<file path="src/rtl/unpool_pkg.sv">
// Shared helpers for the unpooling stage: ceil-log2, fixed-point width
// derivation and the packed-unit slicing macro used by the layer blocks.
`define UNPOOL_UNIT(vec, u, w) vec[(u)*(w) +: (w)]

package unpool_pkg;

  function automatic int log2(input int value);
    int r;
    r = 0;
    while ((1 << r) < value) r++;
    return r;
  endfunction

  function automatic int fixed_bitw(input int int_bitw, input int frac_bitw);
    return int_bitw + frac_bitw;
  endfunction

endpackage

</file>
<file path="src/rtl/unpool_buf.sv">
// Simple dual-port line bank: one write port, one read port with a
// registered read. One instance holds one block row of pooled samples.
module unpool_buf
  import unpool_pkg::*;
#(
  parameter int DEPTH     = 4,
  parameter int BIT_WIDTH = 13,
  localparam int ADDR_BITW = (DEPTH > 1) ? log2(DEPTH) : 1
) (
  input  logic                   clock,
  input  logic                   wr_en,
  input  logic [ADDR_BITW-1:0]   wr_addr,
  input  logic [0:BIT_WIDTH-1]   wr_data,
  input  logic [ADDR_BITW-1:0]   rd_addr,
  output logic [0:BIT_WIDTH-1]   rd_data
);

  logic [0:BIT_WIDTH-1] mem_q [DEPTH];
  logic [0:BIT_WIDTH-1] rd_data_q;

  always_ff @(posedge clock) begin
    if (wr_en) mem_q[wr_addr] <= wr_data;
    rd_data_q <= mem_q[rd_addr];
  end

  assign rd_data = rd_data_q;

endmodule

</file>
<file path="src/rtl/unpool.sv">
// Nearest-neighbour 2x2 unpooling: stores each pooled block row in a
// ping-pong bank and replays it on both output rows two input rows later.
module unpool
  import unpool_pkg::*;
#(
  parameter int HEIGHT    = 4,
  parameter int WIDTH     = 8,
  parameter int W_HEIGHT  = 7,
  parameter int W_WIDTH   = 10,
  parameter int UNITS     = 12,
  parameter int INT_BITW  = 5,
  parameter int FRAC_BITW = 8,
  localparam int FIXED_BITW = fixed_bitw(INT_BITW, FRAC_BITW),
  localparam int PIX_BITW   = FIXED_BITW * UNITS,
  localparam int V_BITW     = log2(W_HEIGHT),
  localparam int H_BITW     = log2(W_WIDTH)
) (
  input  logic                clock,
  input  logic                n_rst,
  input  logic                in_enable,
  input  logic [0:PIX_BITW-1] in_pixels,
  input  logic [V_BITW-1:0]   in_vcnt,
  input  logic [H_BITW-1:0]   in_hcnt,
  output logic                out_enable,
  output logic [0:PIX_BITW-1] out_pixels,
  output logic [V_BITW-1:0]   out_vcnt,
  output logic [H_BITW-1:0]   out_hcnt
);

  localparam int DEPTH     = WIDTH / 2;
  localparam int ADDR_BITW = (DEPTH > 1) ? log2(DEPTH) : 1;

  localparam logic [V_BITW-1:0]    HEIGHT_V   = V_BITW'(HEIGHT);
  localparam logic [V_BITW-1:0]    V_WRAP     = V_BITW'(W_HEIGHT - 2);
  localparam logic [V_BITW-1:0]    V_TWO      = V_BITW'(2);
  localparam logic [H_BITW-1:0]    WIDTH_H    = H_BITW'(WIDTH);
  localparam logic [ADDR_BITW-1:0] LAST_ADDR  = ADDR_BITW'(DEPTH - 1);

  logic                 wr_en;
  logic                 wr_bank;
  logic [ADDR_BITW-1:0] wr_addr;
  logic [ADDR_BITW-1:0] rd_addr;
  logic [V_BITW-1:0]    vo;
  logic                 rd_bank;
  logic                 h_active;

  logic [1:0]        armed_d, armed_q;
  logic [1:0]        valid_d, valid_q;
  logic              rd_bank_d, rd_bank_q;
  logic              out_enable_d, out_enable_q;
  logic [V_BITW-1:0] out_vcnt_d, out_vcnt_q;
  logic [H_BITW-1:0] out_hcnt_d, out_hcnt_q;

  logic [0:PIX_BITW-1] rd_data [2];

  always_comb begin
    h_active = (in_hcnt < WIDTH_H);
    wr_en    = in_enable & in_vcnt[0] & in_hcnt[0] & (in_vcnt < HEIGHT_V) & h_active;
    wr_bank  = in_vcnt[1];
    wr_addr  = ADDR_BITW'(in_hcnt >> 1);

    // Output raster trails the input raster by two rows, wrapping through blanking.
    vo      = (in_vcnt < V_TWO) ? (in_vcnt + V_WRAP) : (in_vcnt - V_TWO);
    rd_bank = vo[1];
    rd_addr = h_active ? ADDR_BITW'(in_hcnt >> 1) : '0;
  end

  always_comb begin
    armed_d = armed_q;
    valid_d = valid_q;
    if (wr_en && (wr_addr == '0)) armed_d[wr_bank] = 1'b1;
    // A bank only becomes readable once a whole row was written after reset.
    if (wr_en && (wr_addr == LAST_ADDR) && armed_q[wr_bank]) valid_d[wr_bank] = 1'b1;

    rd_bank_d    = rd_bank;
    out_enable_d = (vo < HEIGHT_V) & h_active & valid_q[rd_bank];
    out_vcnt_d   = vo;
    out_hcnt_d   = in_hcnt;
  end

  always_ff @(posedge clock) begin
    if (n_rst) begin
      armed_q      <= '0;
      valid_q      <= '0;
      rd_bank_q    <= 1'b0;
      out_enable_q <= 1'b0;
      out_vcnt_q   <= '0;
      out_hcnt_q   <= '0;
    end else begin
      armed_q      <= armed_d;
      valid_q      <= valid_d;
      rd_bank_q    <= rd_bank_d;
      out_enable_q <= out_enable_d;
      out_vcnt_q   <= out_vcnt_d;
      out_hcnt_q   <= out_hcnt_d;
    end
  end

  for (genvar b = 0; b < 2; b++) begin : g_bank
    unpool_buf #(
      .DEPTH     (DEPTH),
      .BIT_WIDTH (PIX_BITW)
    ) u_buf (
      .clock   (clock),
      .wr_en   (wr_en && (wr_bank == 1'(b))),
      .wr_addr (wr_addr),
      .wr_data (in_pixels),
      .rd_addr (rd_addr),
      .rd_data (rd_data[b])
    );
  end

  assign out_enable = out_enable_q;
  assign out_pixels = out_enable_q ? rd_data[rd_bank_q] : '0;
  assign out_vcnt   = out_vcnt_q;
  assign out_hcnt   = out_hcnt_q;

endmodule

</file>
<file path="config.mk">
export PLATFORM = sky130hd
export DESIGN_NAME = unpool
export DESIGN_NICKNAME = d
export VERILOG_FILES = /design/src/rtl/unpool_pkg.sv /design/src/rtl/unpool_buf.sv /design/src/rtl/unpool.sv
export SDC_FILE = /design/constraint.sdc
export NUM_CORES = 2
export LEC_CHECK = 0
export ABC_AREA = 1
export CORE_MARGIN = 1
export CORE_UTILIZATION = 25
export DETAILED_ROUTE_END_ITERATION = 10
export PLACE_DENSITY = 0.52
export SETUP_SLACK_MARGIN = 0.1
export SYNTH_ARGS = -nofsm -noshare
export SYNTH_HDL_FRONTEND = slang
export SYNTH_SLANG_ARGS = --single-unit
</file>
<file path="constraint.sdc">
create_clock -name clock -period 22.2 [get_ports clock]
set_input_delay 4.44 -clock clock [delete_from_list [all_inputs] [get_ports clock]]
set_output_delay 4.44 -clock clock [all_outputs]
set_load 0.01 [all_outputs]
</file>
==> Word level (Yosys, flattened, before mapping) <==
Memories as Yosys holds them, arrays and structs flattened. A register that Yosys moved wholly into a read port is not among the register bits.
Index checks and enable logic that the tools add are counted.
{ "classes": {"add_sub_neg": 2, "magnitude_cmp": 8, "eq_ne": 1, "n_mux": 16, "bitwise": 10, "reduce_logical": 7} }
{ "op_table": {"columns": ["cell", "n"], "rows": [
  ["156-bit two-way mux", 4],
  ["1-bit two-way mux", 9],
  ["1-bit bitwise AND", 6],
  ["1-bit logical AND", 6],
  ["3-bit less-than comparator, second input constant", 2],
  ["1-bit by 2-bit less-than comparator with 1-bit output, second input constant", 2],
  ["4-bit less-than comparator, second input constant", 1],
  ["2-bit OR", 2],
  ["3-bit adder, second input constant", 1],
  ["3-bit by 2-bit less-than comparator with 1-bit output, second input constant", 1],
  ["3-bit two-way mux", 1],
  ["3-bit by 2-bit subtractor with 3-bit output, second input constant", 1],
  ["2-bit equality test, second input constant", 1],
  ["2-bit greater-or-equal comparator, second input constant", 1],
  ["2-bit zero test", 1],
  ["2-bit two-way mux", 1],
  ["1-bit NOT with 2-bit output", 1],
  ["1-bit demux with 1-bit select", 1],
  ["1-bit greater-or-equal comparator, second input constant", 1],
  ["1-bit NOT", 1]
]} }
{ "totals": {"ff_bits": 13, "ramBits": 1248, "input_bits": 166, "output_inout_bits": 164, "word_cells": 52, "memories": 2} }
{ "memory_table": {"columns": ["name", "words", "word_bits", "read_ports", "rd_clocked_by_memory_dff", "write_ports", "line", "source"], "rows": [
  ["g_bank[0].u_buf.mem_q", 4, 156, 1, 1, 1, "unpool_buf.sv:18", "logic [0:BIT_WIDTH-1] mem_q [DEPTH];"],
  ["g_bank[1].u_buf.mem_q", 4, 156, 1, 1, 1, "unpool_buf.sv:18", null]
]} }

==> Depth between registers and ports, before layout <==
{ "logic_depth": {"ltp_word": 7, "mapped_depth": 8} }

==> Cells and area by module <==
Synthesis repeated with hierarchy kept, for this count alone.
{ "unflattened": {"cells_unflattened": 5803, "hier_area_um2": 61619.1} }
{ "modules_own_cells": {"columns": ["module", "n_inst", "cells_per_inst", "area_each_um2"], "rows": [
  ["unpool_buf", 2, 2608, 29380.7],
  ["unpool", 1, 587, 2857.7]
]} }

==> Worst setup path after synthesis <==
No wires, ideal clock.
{ "synth_path": {"kind": "input to register", "startpoint": "input port in_hcnt[1]", "endpoint": "memory g_bank[0].u_buf.mem_q[1][0] in the netlist's numbering (enable)", "arrival_time_ns": 15.591, "required_ns": 21.335, "path_slack_ns": 5.745, "path_stages": 4, "n_path_buf": 2, "cell_sequence": "buf_2 buf_1 inv_1 nor3_1"} }
{ "synth_between": {"elab_chain_cells": 5} }
{ "synth_rtl": {"columns": ["element", "line", "source"], "rows": [
  ["from (decl)", "unpool.sv:23", "input logic [H_BITW-1:0] in_hcnt,"],
  ["4-bit less-than comparator", "unpool.sv:57", "h_active = (in_hcnt < WIDTH_H);"],
  ["1-bit bitwise AND", "unpool.sv:58", "wr_en = in_enable & in_vcnt[0] & in_hcnt[0] & (in_vcnt < HEIGHT_V) & h_active;"],
  ["1-bit logical AND", "unpool.sv:105", ".wr_en (wr_en && (wr_bank == 1'(b))),"],
  ["1-bit two-way mux", "unpool_buf.sv:22", "if (wr_en) mem_q[wr_addr] <= wr_data;"],
  ["1-bit two-way mux (implied by the code)", "unpool_buf.sv:22", null],
  ["to (decl)", "unpool_buf.sv:18", null]
]} }
Several ways; a longest one is shown, not always the timed one.

==> out/results.tsv <==
metric	value	unit
first-pass GRT wire length	222000	um
DRC errors left	0	
ys flop type	edfxtp_1	
Worst VDD drop	81.5	uV
Reg2Reg Depth	3	
FP Rows	172	
Yosys warning count	0	
clock tree buffer depth	3	
Worst-Margin Slew	1120	ps
max_slew headroom	0.255	
die area	224000	um^2
Total GRT Usage	0.134	
HP Class	register to register	
proportion of layout cells with a drive suffix above 1	0.0727	
cells after synthesis	3922	
vias in the first global route	32100	
EDFF count, synth	1248	
Critical Path RT	17760	ps
total wire length	153000	um
share of the synthesized area in the top cell type	0.675	
synth top area cells	edfxtp_1 67%, dfxtp_1 12%, nand2_1 4.3%	
met3 global-route usage	0.0334	
initial antenna violation count	29	
core region area	220000	um^2
Num Clock Sinks	1572	
largest net degree at the start of global routing	186	
RSZ-0062 raised after global routing	false	
CTS H-Tree Depth	4	
commonest cells in the netlist	1248 x edfxtp_1, 635 x nand2_1, 324 x dfxtp_1, 324 x nor2_1, 317 x nand3_1	
setup violators final	0	
Num CTS Buffers	170	
die width	473	um
Setup Crit Path Kind	register to output pin	
final period utilization	0.381	
max-slew violation count	0	
cell with the most instances after synthesis	edfxtp_1	
GP Congestion	0.728	
met2 Use GR	0.228	
setup slack, reg-to-reg	21310	ps
Worst-Skew Late Latency	800	ps
HP Start	armed_q[1]	
r2r startpoint	g_bank[1].u_buf.mem_q[0][14]	
Hold Slack	461	ps
Crit Path Max Fanout	60	
CP arrival	4020	ps
WL/cell	20.9	um
Net Count, Synth	4090	
CTS Hold Bufs	0	
CTS tree	done	
Ports	330	
initial DRC count	1974	
Post-Syn Area	55500	um^2
Vias/cell	4.41	
max-capacitance violation count	0	
final hold vios	0	
Resized Gates After CTS	0	
DP HPWL	74800	um
Final TNS setup	0	ps
antenna-violating nets left	0	
GR peak layer	met2	
number of port buffers	329	
synth unique cells	23	
fin crit period	8460	ps
Crit Reg-Reg Endpoint	g_bank[1].u_buf.rd_data[141]	
largest area contributor in the netlist	edfxtp_1	
crit path from	out_vcnt[1]	
status	complete, no violations	
CP Capture Type	output pin	
setup repair bufs after CTS	0	
DRT Pass-1 Iters	5	
grt total ovfl	0	
NumNets Final	4385	
Pleak	22.9	nW
via count	32300	
dpl cells	7003	
Initial Util	0.252	
synthesized area per cell	14.2	um^2
Clock Root Buffer	clkbuf_16	
PwrDens	93.2	nW/um^2
#FFs+latches synth	1572	
met1 usage	0.168	
fin cells	7325	
Clock Skews	23.3	ps
FMAX	118	MHz
clock slew at reported path FFs	60	ps
Die Ht	473	um
Hold Path Stages	2	
Area growth syn-to-layout	21.5	%
post-synthesis sequential area ratio	0.792	
startpoint types	register	
Synth async-reset ratio	0	
hold endpoint	armed_q[1]	
power breakdown:
| group | internal [mW] | leakage (nW) | total [mW] | switching [mW] |
|---|---|---|---|---|
| logic | 0.0936 | 6.24 | 0.268 | 0.174 |
| clock network | 1.61 | 2.67 | 2.78 | 1.17 |
| registers | 3.23 | 14.0 | 3.24 | 0.0152 |
| total | 4.93 | 22.9 | 6.29 | 1.36 |
cells by family (layout without fill, tap and decap cells):
family                   after synthesis  count (layout)  synth area share
XOR/XNOR                               2               2          0.000316
AO/OA/AOI/OAI                        786             786            0.0919
other                                  0               4                 0
adder cells (fa/ha/maj)                2               2          0.000451
AND/OR/NAND/NOR                     1284            1284            0.0943
flip-flops                          1572            1572             0.792
buffers and inverters                276             717            0.0213
state kept, by name, indices dropped and copies added (netlist names):
name and count:
g_bank.u_buf.mem_q 1248, out_enable 1, valid_q 2, out_vcnt 3, armed_q 2, g_bank.u_buf.rd_data 312
out_hcnt 4
critical path: stages (launching register included):
cell and delay (ps):
dfxtp_4 590, inv_6 680, buf_4 830, nor2_1 80, nor2_1 340, clkdlybuf4s50_1 610
per-layer routing:
layer,vias to the layer above,wire [um]
met5,-,249
met4,38,3260
met3,247,8150
met2,648,75000
met1,16400,66100
li1,15000,-
stage by stage:
| stage | worst slack [ps] | utilization | power, mW | area, um^2 |
|---|---|---|---|---|
| after floorplan | 5740 | - | 3.44 | 55500 |
| after global placement | 13290 | 0.281 | 3.57 | 61900 |
| after detailed placement | 13220 | 0.281 | 3.58 | 61900 |
| after CTS | 13500 | 0.306 | 6.37 | 67400 |
| after global routing | 13480 | 0.306 | 6.50 | 67500 |
| final | 13740 | 0.306 | 6.29 | 67500 |
layout by cell type, fill, tap and decap left out, types with 18 or more instances in the layout:
cell type / n
o21ai_0: 158
nor2_1: 322
nand2_1: 635
buf_4: 49
a21boi_0: 57
clkbuf_16: 174
nand3_1: 317
clkinv_2: 24
dfxtp_1: 322
o22ai_1: 312
clkbuf_8: 18
edfxtp_1: 1248
clkdlybuf4s50_1: 328
a21boi_1: 255
clkbuf_1: 56
how the worst max path moves through the flow:
stage,endpoint,slack (ps),depth (start not counted)
finish,out_pixels[79],13740,5
detailed placement,g_bank[0].u_buf.rd_data[61],13220,9
floorplan,g_bank[0].u_buf.mem_q[1][0],5740,4
global placement,g_bank[0].u_buf.rd_data[61],13290,9
global route,out_pixels[61],13480,5
CTS,out_pixels[61],13500,5
layout make-up:
cell class                 count  area [um^2]
timing repair buffer         382         3750
antenna                        4         10.0
fill                       21900       153000
inverter                      17         98.8
clock buffer                 248         4810
tap                         2958         3700
clock inverter                70          686
sequential                  1572        44000
multi-input combinational   2074        10400
(Power assumes the default switching activity.)
